<file path="config.mk">
export PLATFORM = sky130hd
export DESIGN_NAME = dds_wave_gen
export DESIGN_NICKNAME = d
export VERILOG_FILES = /design/src/rtl/dds_wave_gen.sv
export SDC_FILE = /design/constraint.sdc
export NUM_CORES = 1
export LEC_CHECK = 0
export CAP_MARGIN = 20
export CORE_MARGIN = 2
export CORE_UTILIZATION = 57
export DETAILED_ROUTE_END_ITERATION = 12
export GPL_TIMING_DRIVEN = 0
export PLACE_DENSITY = 0.89
export SYNTH_ARGS = -nofsm -noshare
export SYNTH_HDL_FRONTEND = slang
export SYNTH_SLANG_ARGS = --single-unit
</file>
<file path="constraint.sdc">
create_clock -name clk -period 2.54 [get_ports clk]
set_input_delay 0.635 -clock clk [delete_from_list [all_inputs] [get_ports clk]]
set_output_delay 0.635 -clock clk [all_outputs]
set_load 0.02 [all_outputs]
</file>
<file path="src/rtl/dds_wave_gen.sv">
// DDS waveform source: phase accumulator feeding a two-stage shaping pipeline (sine/triangle/sawtooth/square).
// Optional amplitude-scaling third stage is built when AMP_SCALE_EN is defined.
module dds_wave_gen #(
   parameter int    PHASE_W  = 16,
   parameter int    ADDR_W   = 5,
   parameter int    DATA_W   = 8,
   parameter string LUT_FILE = "sin_quarter.hex"
) (
   input  logic               clk,
   input  logic               rst_n,
   input  logic               en,
   input  logic               freq_load,
   input  logic [PHASE_W-1:0] freq_word,
   input  logic               phase_clr,
   input  logic [1:0]         mode,
`ifdef AMP_SCALE_EN
   input  logic [7:0]         amp_scale,
`endif
   output logic [DATA_W-1:0]  wave_out,
   output logic               wave_valid,
   output logic               wrap
);

   typedef enum logic [1:0] {
      MODE_SINE   = 2'b00,
      MODE_TRI    = 2'b01,
      MODE_SAW    = 2'b10,
      MODE_SQUARE = 2'b11
   } mode_t;

   localparam int Q       = 1 << (ADDR_W - 2);
   localparam int AMP_MAX = (1 << (DATA_W - 1)) - 1;
   localparam logic [DATA_W-1:0] MID = {1'b1, {(DATA_W-1){1'b0}}};
   localparam longint HALF_PI_Q30 = 64'sd1686629713;
`ifdef AMP_SCALE_EN
   localparam int VLAT = 4;
`else
   localparam int VLAT = 3;
`endif

   generate
      if (PHASE_W < DATA_W + 1 || PHASE_W < ADDR_W || ADDR_W < 3 || LUT_FILE == "") begin : g_bad_params
         $error("dds_wave_gen: unsupported parameter combination");
      end
   endgenerate

   // Quarter-wave table entries, computed at elaboration with the same rounding as the LUT_FILE image
   // so the build never depends on a file search path. Taylor series in Q30 fixed point.
   function automatic logic [DATA_W-2:0] sin_entry(input int k);
      longint x;
      longint x2;
      longint term;
      longint sum;
      longint scaled;
      x    = (HALF_PI_Q30 * longint'(k)) / longint'(Q);
      x2   = (x * x) >>> 30;
      term = x;
      sum  = x;
      for (int n = 1; n <= 10; n++) begin
         term = -((term * x2) >>> 30) / longint'((2 * n) * (2 * n + 1));
         sum  = sum + term;
      end
      scaled = (sum * longint'(AMP_MAX) + (longint'(1) <<< 29)) >>> 30;
      return (DATA_W-1)'(scaled);
   endfunction

   logic [DATA_W-2:0] sine_rom [0:Q];

   for (genvar k = 0; k <= Q; k++) begin : g_rom
      localparam logic [DATA_W-2:0] ENTRY = sin_entry(k);
      assign sine_rom[k] = ENTRY;
   end

   logic [PHASE_W-1:0] freq_reg;
   logic [PHASE_W-1:0] acc;
   logic [PHASE_W:0]   acc_sum;

   assign acc_sum = {1'b0, acc} + {1'b0, freq_reg};

   // The frequency register updates after the add, so a same-cycle load and step uses the old word.
   always_ff @(posedge clk or negedge rst_n) begin
      if (!rst_n) begin
         freq_reg <= '0;
      end else if (freq_load) begin
         freq_reg <= freq_word;
      end
   end

   // Phase accumulator with clear taking priority over advance; wrap reports the carry of this update.
   always_ff @(posedge clk or negedge rst_n) begin
      if (!rst_n) begin
         acc  <= '0;
         wrap <= 1'b0;
      end else if (phase_clr) begin
         acc  <= '0;
         wrap <= 1'b0;
      end else if (en) begin
         acc  <= acc_sum[PHASE_W-1:0];
         wrap <= acc_sum[PHASE_W];
      end else begin
         wrap <= 1'b0;
      end
   end

   logic [ADDR_W-1:0] s1_addr;
   logic [ADDR_W-3:0] quad_k;
   logic [ADDR_W-2:0] rom_idx;

   assign s1_addr = acc[PHASE_W-1 -: ADDR_W];
   assign quad_k  = s1_addr[ADDR_W-3:0];

   // Odd quadrants walk the quarter table backwards; index Q is the peak entry.
   always_comb begin
      rom_idx = {1'b0, quad_k};
      if (s1_addr[ADDR_W-2]) begin
         rom_idx = (ADDR_W-1)'(Q) - {1'b0, quad_k};
      end
   end

   logic [DATA_W:0]   s1_top;
   mode_t             s1_mode;
   logic              s1_neg;
   logic [DATA_W-2:0] s1_rom;

   // Only the top DATA_W+1 phase bits are needed by the non-sine shapes.
   always_ff @(posedge clk or negedge rst_n) begin
      if (!rst_n) begin
         s1_top  <= '0;
         s1_mode <= MODE_SINE;
         s1_neg  <= 1'b0;
         s1_rom  <= '0;
      end else begin
         s1_top  <= acc[PHASE_W-1 -: DATA_W+1];
         s1_mode <= mode_t'(mode);
         s1_neg  <= s1_addr[ADDR_W-1];
         s1_rom  <= sine_rom[rom_idx];
      end
   end

   logic [DATA_W-1:0] wave_next;
   logic [DATA_W-1:0] wave_s2;

   always_comb begin
      wave_next = MID;
      case (s1_mode)
         MODE_SINE:   wave_next = s1_neg ? MID - {1'b0, s1_rom} : MID + {1'b0, s1_rom};
         MODE_TRI:    wave_next = s1_top[DATA_W] ? ~s1_top[DATA_W-1:0] : s1_top[DATA_W-1:0];
         MODE_SAW:    wave_next = s1_top[DATA_W:1];
         MODE_SQUARE: wave_next = s1_top[DATA_W] ? '0 : '1;
         default:     wave_next = MID;
      endcase
   end

   always_ff @(posedge clk or negedge rst_n) begin
      if (!rst_n) begin
         wave_s2 <= MID;
      end else begin
         wave_s2 <= wave_next;
      end
   end

`ifdef AMP_SCALE_EN
   logic signed [DATA_W:0]   amp_diff;
   logic signed [DATA_W+9:0] amp_prod;
   logic [DATA_W-1:0]        wave_s3;

   // Scale around mid-scale; the arithmetic shift floors negative excursions.
   always_comb begin
      amp_diff = $signed({1'b0, wave_s2}) - $signed({1'b0, MID});
      amp_prod = (DATA_W+10)'(amp_diff) * (DATA_W+10)'($signed({1'b0, amp_scale}));
   end

   always_ff @(posedge clk or negedge rst_n) begin
      if (!rst_n) begin
         wave_s3 <= MID;
      end else begin
         wave_s3 <= DATA_W'((DATA_W+10)'($signed({1'b0, MID})) + (amp_prod >>> 8));
      end
   end

   assign wave_out = wave_s3;
`else
   assign wave_out = wave_s2;
`endif

   logic [VLAT-1:0] valid_pipe;

   always_ff @(posedge clk or negedge rst_n) begin
      if (!rst_n) begin
         valid_pipe <= '0;
      end else begin
         valid_pipe <= {valid_pipe[VLAT-2:0], en};
      end
   end

   assign wave_valid = valid_pipe[VLAT-1];

endmodule
</file>
==> results of run 1 <==
## cell usage after synthesis (6+ instances only)
master	number	area (µm²)
clkbuf_1	10	37.54
o211ai_1	8	60.06
mux2i_1	8	80.08
mux2_2	16	180.2
dfrtp_1	61	1526
ha_1	23	287.8
a21o_1	7	52.55
nor2_1	23	86.33
nand2_1	23	86.33
inv_1	16	60.06
o21ai_0	17	85.08
nand3_1	7	35.03
a31oi_1	8	50.05
xnor2_1	10	87.58
a211oi_1	6	45.04
a21oi_1	12	60.06
## power by group through the flow
stage / clock, mW / sequential (mW) / combinational [mW]
4_1_cts: 1.08 / 1.34 / 1.22
6_report: 1.07 / 1.35 / 1.26
2_1_floorplan: 0 / 1.37 / 0.792
3_3_place_gp: 0 / 1.35 / 1.11
5_1_grt: 1.12 / 1.37 / 1.38
3_5_place_dp: 0 / 1.36 / 1.17
## through the flow
step,utilization,cell area [µm²]
5_1_grt,0.7306,4073
2_1_floorplan,-,3317
6_report,0.7306,4073
3_5_place_dp,0.6696,3732
4_1_cts,0.7246,4039
3_3_place_gp,0.6669,3717
## critical path, stage by stage (launching register included)
cell       delay (ps)
dfrtp_1           360
ha_2              200
inv_2              40
fa_2              330
and2b_1           240
o2111ai_2         160
a32oi_4           290
a41oi_2           190
or4b_1            500
o311ai_1          100
## layout by cell type (no fill, tap or decap), types with 12 or more instances in the layout
cell type        count
o21ai_0             17
ha_1                22
mux2_2              16
a21oi_1             12
clkdlybuf4s50_1     30
clkbuf_1            12
nor2_1              23
inv_1               15
nand2_1             23
dfrtp_1             61
## kinds of logic after synthesis
group,after synthesis,share of synthesized area
AND/OR/NAND/NOR,75,0.1090
XOR/XNOR,15,0.03961
AO/OA/AOI/OAI,86,0.1814
buffers and inverters,27,0.03056
flip-flops,62,0.4681
multiplexers,24,0.07846
adder cells (fa/ha/maj),24,0.09280
## worst min path at each step
| stage | cells past startpoint | startpoint | slack (ps) | endpoint |
|---|---|---|---|---|
| floorplan | 0 | valid_pipe[0] | 330 | valid_pipe[1] |
| global placement | 0 | valid_pipe[1] | 330 | valid_pipe[2] |
| detailed placement | 0 | valid_pipe[0] | 340 | valid_pipe[1] |
| CTS | 1 | rst_n | 360 | freq_reg[4] |
| global route | 0 | valid_pipe[1] | 350 | valid_pipe[2] |
| finish | 1 | rst_n | 350 | freq_reg[1] |
## timing repair
item,CTS,global route
gates resized for setup,5,2
gates cloned,0,0
endpoints found under the setup margin,3,3
setup buffers,4,3
pin swaps,3,2
## routing by layer
| layer | global-route usage | vias to the layer above | routed length [µm] |
|---|---|---|---|
| met5 | 0 | - | 0 |
| met4 | 0.1186 | 0 | 221 |
| met3 | 0.06629 | 25 | 432 |
| met2 | 0.4375 | 101 | 3846 |
| met1 | 0.2822 | 1266 | 2945 |
| li1 | - | 1253 | - |
## layout make-up
| type | instances | area, µm² |
|---|---|---|
| plain buffers | 11 | 41.29 |
| clock buffers | 13 | 158.9 |
| clock inverters | 3 | 90.09 |
| fillers | 397 | 1501 |
| inverters | 16 | 60.06 |
| multi-input cells | 224 | 1702 |
| flip-flops and latches | 62 | 1553 |
| well taps | 72 | 90.09 |
| repair buffers | 39 | 377.9 |
==> results.json, run 1 <==
{
  "leakage_nw": 1.862,
  "skew_ps": 8.672,
  "port_buffers": 31,
  "clock_sinks": 62,
  "ys_seq_area_frac": 0.4681,
  "synth_area_um2": 3317,
  "grt_pass1_wl_um": 12190,
  "post_drt_wl_per_cell_um": 16.92,
  "cts_max_path_buffers": 2,
  "total_power_mw": 3.675,
  "synth_seq_cells": 62,
  "slew_headroom": 0.5303,
  "place_congestion": 0.8796,
  "postRouteAntennaNets": 0,
  "totalWireLength_um": 7445,
  "cts_buffers": 9,
  "ys.flop_type": "dfrtp_1",
  "setup_viol": 0,
  "grt_util_all_layers": 0.2501,
  "r2r_end": "acc[12]",
  "fin_crit_sh": 0.9843,
  "rsz0062_at_grt": "yes",
  "worst_slew_pin_slew_ps": 704.6,
  "status": "completed",
  "crit_fanout": 3,
  "grt_pass1_vias": 2705,
  "hold_buffers": 0,
  "clockPowerShare": 0.292,
  "route.detailed.drc": 0,
  "drive_above_1_share": 0.1277,
  "netlist_instances": 313,
  "hold_class": "primary input to async pin",
  "ioPinCount": 33,
  "ys_types": 49,
  "fin_hold_ws_ps": 349.6,
  "yosys_warnings": 0,
  "setup_tns_ps": 0,
  "pwr-share-seq": 0.366,
  "combPwrFrac": 0.342,
  "p_int_mw": 2.457,
  "dieArea_um2": 6446,
  "rows": 27,
  "antenna_found_initial": 0,
  "arrival_ps": 2730,
  "cts_root_buffer": "clkbuf_8",
  "num_antenna_cells": 0,
  "switchingPower_mw": 1.219,
  "coreArea_um2": 5574,
  "firstDrtPassIters": 4,
  "hold_viol": 0,
  "startpoint": "acc[0]",
  "grt_max_degree": 34,
  "setup_ws_ps": 39.89,
  "area_delta_synth_final_pct": 22.78,
  "drt_iter0_drc": 139,
  "start_kind": "flop",
  "path_clk_slew_ps": 70,
  "htree_levels": 3,
  "rr_worst_depth": 9,
  "p_per_area_nw_per_um2": 902.4,
  "die_x_um": 80.29,
  "grt_remaining_overflow": 0,
  "dp_slack_ps": -114.6,
  "final_net_count": 410,
  "fin_cells": 440,
  "clk_latency_ps": 330,
  "min_period_ps": 2500,
  "vias_per_cell": 6.011,
  "async_reset_ff_frac": 1.000,
  "rrSetupSlack_ps": 40,
  "sw_frac_of_total": 0.3316,
  "syn_area_per_cell_um2": 10.60,
  "num_vias": 2645,
  "cp-endpoint": "acc[12]",
  "path_class": "flop to flop",
  "ir_drop_v": 0.0005564,
  "max_cap_viol_count": 0,
  "dp_hpwl_um": 5113,
  "start_util": 0.5951,
  "synth.net_count": 360,
  "critPathCaptureType": "flop",
  "cts_tree": "done",
  "r2r_start": "acc[0]",
  "fp.dieH_um": 80.29,
  "max_freq_mhz": 400.0,
  "synth_edf_count": 0,
  "dp_cells": 417,
  "drv_slew": 0,
  "critPathRequiredTime_ps": 2770
}
Power figures use the tool's default switching activity.
==> run 2, diff against run 1 <==
--- a/config.mk
+++ b/config.mk
@@ -7,10 +7,11 @@
 export LEC_CHECK = 0
 export CAP_MARGIN = 20
 export CORE_MARGIN = 2
-export CORE_UTILIZATION = 57
+export CORE_UTILIZATION = 61
 export DETAILED_ROUTE_END_ITERATION = 12
 export GPL_TIMING_DRIVEN = 0
-export PLACE_DENSITY = 0.89
+export PLACE_DENSITY = 0.94
+export SLEW_MARGIN = 25
 export SYNTH_ARGS = -nofsm -noshare
 export SYNTH_HDL_FRONTEND = slang
 export SYNTH_SLANG_ARGS = --single-unit
==> constraint.sdc (replaced) <==
create_clock -name clk -period 2.9 [get_ports clk]
set_input_delay 0.725 -clock clk [delete_from_list [all_inputs] [get_ports clk]]
set_output_delay 0.725 -clock clk [all_outputs]
set_load 0.02 [all_outputs]
==> results.json, run 2 (same netlist as run 1, synthesis figures left out) <==
{
  "seq_area_um2": 1553,
  "path_clk_slew_ps": 70,
  "fin_hold_ws_ps": 241.9,
  "clockPowerShare": 0.246,
  "die_x_um": 77.74,
  "slew_headroom": 0.5965,
  "grt_util_all_layers": 0.2512,
  "rr_worst_depth": 9,
  "fin_crit_sh": 0.9332,
  "setup_tns_ps": 0,
  "totalWireLength_um": 6943,
  "start_kind": "flop",
  "rows": 26,
  "firstDrtPassIters": 4,
  "cts_buffers": 9,
  "htree_levels": 3,
  "ioPinCount": 33,
  "switchingPower_mw": 1.021,
  "fin_cells": 430,
  "pwr-share-seq": 0.401,
  "p_int_mw": 1.920,
  "r2r_end": "acc[14]",
  "design_area_um2": 3936,
  "crit_fanout": 4,
  "n_fill_cell": 329,
  "dp_hpwl_um": 5059,
  "layout_commonest_cell": "dfrtp_1",
  "startpoint": "freq_reg[0]",
  "multi_input_area_um2": 1670,
  "r2r_start": "freq_reg[0]",
  "cts_max_path_buffers": 2,
  "final_net_count": 403,
  "dp_cells": 415,
  "grt_max_degree": 49,
  "p_per_area_nw_per_um2": 747.1,
  "hold_class": "primary input to async pin",
  "arrival_ps": 2970,
  "min_period_ps": 2706,
  "grt_pass1_wl_um": 11700,
  "critPathCaptureType": "flop",
  "antenna_found_initial": 0,
  "grt_pass1_vias": 2581,
  "clock_sinks": 62,
  "fp.dieH_um": 77.74,
  "slowest_delay_ps": 560,
  "crit_chain": "ha_1, inv_1, fa_1, and2b_1, o2111ai_2, a32oi_2, a31oi_1, or4b_1, nand3_1",
  "port_buffers": 31,
  "hold_viol": 0,
  "start_util": 0.6413,
  "postRouteAntennaNets": 0,
  "coreArea_um2": 5172,
  "dieArea_um2": 6044,
  "max_cap_viol_count": 0,
  "route.detailed.drc": 0,
  "area_delta_synth_final_pct": 18.67,
  "combPwrFrac": 0.354,
  "drt_iter0_drc": 128,
  "grt_remaining_overflow": 0,
  "post_drt_wl_per_cell_um": 16.15,
  "leakage_nw": 1.802,
  "clk_latency_ps": 330,
  "cts_root_buffer": "clkbuf_8",
  "path_delay_family": "simple AND/OR/NAND/NOR gates",
  "place_congestion": 0.8641,
  "vias_per_cell": 5.919,
  "cp.depth": 9,
  "drive_above_1_share": 0.1000,
  "status": "completed",
  "num_antenna_cells": 0,
  "drv_slew": 0,
  "rsz0062_at_grt": "no",
  "hold_buffers": 0,
  "max_freq_mhz": 369.5,
  "worst_slew_pin_slew_ps": 605.3,
  "critPathRequiredTime_ps": 3170,
  "cts_tree": "done",
  "sw_frac_of_total": 0.3472,
  "cp-endpoint": "acc[14]",
  "setup_viol": 0,
  "path_buf_inv": 1,
  "cp_slowest_cell": "or4b_1",
  "placed_area_um2": 3740,
  "rrSetupSlack_ps": 190,
  "layout_common_cells": "dfrtp_1, clkdlybuf4s50_1, nor2_1, nand2_1, ha_1",
  "path_class": "flop to flop",
  "skew_ps": 8.288,
  "num_vias": 2545,
  "ir_drop_v": 0.0004974
}
==> run 2: metal layers <==
metal	up-vias	global-route usage	part of all wire
met5	-	0	0
met4	0	0.1071	0.022
met2	69	0.4353	0.52
li1	1231	-	-
met3	13	0.06628	0.039
met1	1232	0.2929	0.42
==> run 2: layout make-up <==
type | count | share of cell area
plain buffers | 11 | 0.01049
clock buffers | 11 | 0.03592
clock inverters | 4 | 0.01208
inverters | 16 | 0.01526
multi-input cells | 224 | 0.4243
flip-flops and latches | 62 | 0.3945
well taps | 70 | 0.02225
repair buffers | 32 | 0.08519
==> run 2: power by group through the flow <==
| stage | sequential (mW) | combinational, mW | clock (mW) |
|---|---|---|---|
| global placement | 1.18 | 0.970 | 0 |
| floorplan | 1.20 | 0.693 | 0 |
| global route | 1.20 | 1.16 | 0.784 |
| detailed placement | 1.19 | 1.02 | 0 |
| finish | 1.18 | 1.04 | 0.722 |
| CTS | 1.17 | 1.03 | 0.740 |
==> run 2: per-stage QoR <==
stage | power [mW] | setup WS (ps) | utilization
after global routing | 3.140 | 30.55 | 0.7610
after detailed placement | 2.209 | 215.2 | 0.7230
final | 2.941 | 193.7 | 0.7610
after global placement | 2.150 | -688.0 | 0.7182
after floorplan | 1.893 | 558.8 | -
after CTS | 2.946 | 168.2 | 0.7596
==> run 2: repair_timing <==
action | CTS | global route
hold endpoints to repair | 0 | 0
gates resized for setup | 0 | 1
setup endpoints to repair | 0 | 1
buffers inserted | 0 | 0
==> run 2: worst register-to-register path: stages (launching register included) <==
cell and delay (ps):
dfrtp_1 370, ha_1 190, inv_1 60, fa_1 410, and2b_1 260, o2111ai_2 150
a32oi_2 310, a31oi_1 240, or4b_1 560, nand3_1 100
==> run 2: worst min-delay path by stage <==
stage,startpoint,slack [ps],depth (start not counted),endpoint
after floorplan,valid_pipe[0],330,0,valid_pipe[1]
final,rst_n,240,1,s1_mode[0]
after detailed placement,valid_pipe[1],340,0,valid_pipe[2]
after global placement,valid_pipe[0],330,0,valid_pipe[1]
after CTS,rst_n,240,1,valid_pipe[1]
after global routing,rst_n,230,1,valid_pipe[1]
==> run 3, diff against run 2 <==
--- a/config.mk
+++ b/config.mk
@@ -6,11 +6,13 @@
 export NUM_CORES = 1
 export LEC_CHECK = 0
 export CAP_MARGIN = 20
+export CORE_ASPECT_RATIO = 1.25
 export CORE_MARGIN = 2
-export CORE_UTILIZATION = 61
+export CORE_UTILIZATION = 45
 export DETAILED_ROUTE_END_ITERATION = 12
 export GPL_TIMING_DRIVEN = 0
-export PLACE_DENSITY = 0.94
+export HOLD_SLACK_MARGIN = 0.05
+export PLACE_DENSITY = 0.74
 export SLEW_MARGIN = 25
 export SYNTH_ARGS = -nofsm -noshare
 export SYNTH_HDL_FRONTEND = slang
==> results.json, run 3 (same netlist as run 1, synthesis figures left out) <==
{
  "status": "completed",
  "fin_crit_sh": 0.9001,
  "drive_above_1_share": 0.1025,
  "port_buffers": 31,
  "route.detailed.drc": 0,
  "p_int_mw": 1.992,
  "coreArea_um2": 7269,
  "rr_worst_depth": 9,
  "firstDrtPassIters": 4,
  "max_freq_mhz": 383.1,
  "rsz0062_at_grt": "no",
  "cts_resized": 0,
  "fp.dieH_um": 99.99,
  "dieArea_um2": 8078,
  "hold_viol": 0,
  "clk_latency_ps": 350,
  "totalWireLength_um": 6898,
  "htree_levels": 3,
  "slew_headroom": 0.5781,
  "clockPowerShare": 0.281,
  "cp-endpoint": "acc[14]",
  "path_clk_slew_ps": 80,
  "cts_buffers": 9,
  "drv_slew": 0,
  "dp_hpwl_um": 5077,
  "worst_slew_pin_slew_ps": 632.9,
  "dp_cells": 437,
  "final_net_count": 403,
  "post_drt_wl_per_cell_um": 15.23,
  "p_per_area_nw_per_um2": 767.4,
  "place_congestion": 0.8684,
  "drt_iter0_drc": 101,
  "clock_sinks": 62,
  "pwr-share-seq": 0.383,
  "grt_pass1_vias": 2525,
  "setup_viol": 0,
  "postRouteAntennaNets": 0,
  "sw_frac_of_total": 0.3494,
  "grt_pass1_wl_um": 11890,
  "area_delta_synth_final_pct": 20.26,
  "combPwrFrac": 0.336,
  "skew_ps": 5.423,
  "grt_util_all_layers": 0.1940,
  "critPathCaptureType": "flop",
  "antenna_found_initial": 0,
  "switchingPower_mw": 1.070,
  "total_power_mw": 3.061,
  "min_period_ps": 2610,
  "rows": 35,
  "rrSetupSlack_ps": 290,
  "ir_drop_v": 0.0003217,
  "cts_max_path_buffers": 2,
  "layout_commonest_cell": "dfrtp_1",
  "path_class": "flop to flop",
  "arrival_ps": 2890,
  "r2r_start": "freq_reg[0]",
  "max_cap_viol_count": 0,
  "crit_fanout": 4,
  "fin_cells": 453,
  "num_antenna_cells": 0,
  "layout_common_cells": "dfrtp_1, clkdlybuf4s50_1, nor2_1, nand2_1, ha_1",
  "start_util": 0.4563,
  "hold_buffers": 0,
  "seq_area_um2": 1553,
  "hold_class": "primary input to async pin",
  "grt_max_degree": 52,
  "r2r_end": "acc[14]",
  "die_x_um": 80.79,
  "startpoint": "freq_reg[0]",
  "cts_tree": "done",
  "start_kind": "flop",
  "n_fill_cell": 655,
  "grt_remaining_overflow": 0,
  "vias_per_cell": 5.660,
  "post-cts-setup-buffers": 0,
  "cts_root_buffer": "clkbuf_8",
  "critPathRequiredTime_ps": 3180,
  "num_vias": 2564,
  "ioPinCount": 33,
  "leakage_nw": 1.812,
  "multi_input_area_um2": 1663
}
run 3: cell count changes in the layout (fill, tap and decap cells not counted), sizes merged:
cell      before  now
clkinvlp       1    2
bufinv         1    2
inv           16   17
clkbuf        21   19
run 3: area by class of cell:
class                   count  share of cell area
multi-input cells         224              0.4169
flip-flops and latches     62              0.3893
repair buffers             32             0.08407
clock buffers               9             0.03105
well taps                  92             0.02886
clock inverters             7             0.02447
inverters                  16             0.01506
plain buffers              11             0.01035
run 3: worst max-delay path, stage by stage, from the launching register on:
cell	delay, ps
dfrtp_1	360
ha_1	170
inv_1	50
fa_1	390
and2b_1	240
o2111ai_2	140
a32oi_2	320
a31oi_1	230
or4b_1	540
nand3_1	100
run 3: layer usage:
layer	up-vias	track usage	wire, µm
met2	73	0.3276	3552
met3	19	0.04227	303
met4	0	0.1095	289
met1	1235	0.2260	2753
li1	1237	-	-
met5	-	0	0
run 3: worst min-delay path by stage:
stage / to / slack (ps) / cells past startpoint
finish: valid_pipe[2] / 210 / 1
global route: valid_pipe[2] / 190 / 1
CTS: valid_pipe[2] / 200 / 1
detailed placement: valid_pipe[2] / 340 / 0
global placement: valid_pipe[1] / 330 / 0
floorplan: valid_pipe[1] / 330 / 0
run 3: power groups by stage:
stage / Combinational, mW / Sequential (mW) / Clock, mW
final: 1.03 / 1.17 / 0.859
after global routing: 1.16 / 1.20 / 0.915
after CTS: 1.03 / 1.17 / 0.873
after detailed placement: 1.02 / 1.19 / 0
after global placement: 0.980 / 1.18 / 0
after floorplan: 0.693 / 1.20 / 0
run 3: through the flow:
| step | area (µm²) | setup TNS [ps] | worst slack (ps) | hold slack (ps) | utilization |
|---|---|---|---|---|---|
| 6_report | 3989 | 0 | 289.6 | 211.2 | 0.5487 |
| 5_1_grt | 3989 | 0 | 130.5 | 191.3 | 0.5487 |
| 4_1_cts | 3989 | 0 | 278.2 | 200.2 | 0.5487 |
| 3_5_place_dp | 3767 | 0 | 197.3 | 336.4 | 0.5182 |
| 3_3_place_gp | 3742 | -47320 | -776.7 | 334.1 | 0.5148 |
| 2_1_floorplan | 3317 | 0 | 558.8 | 331.2 | - |
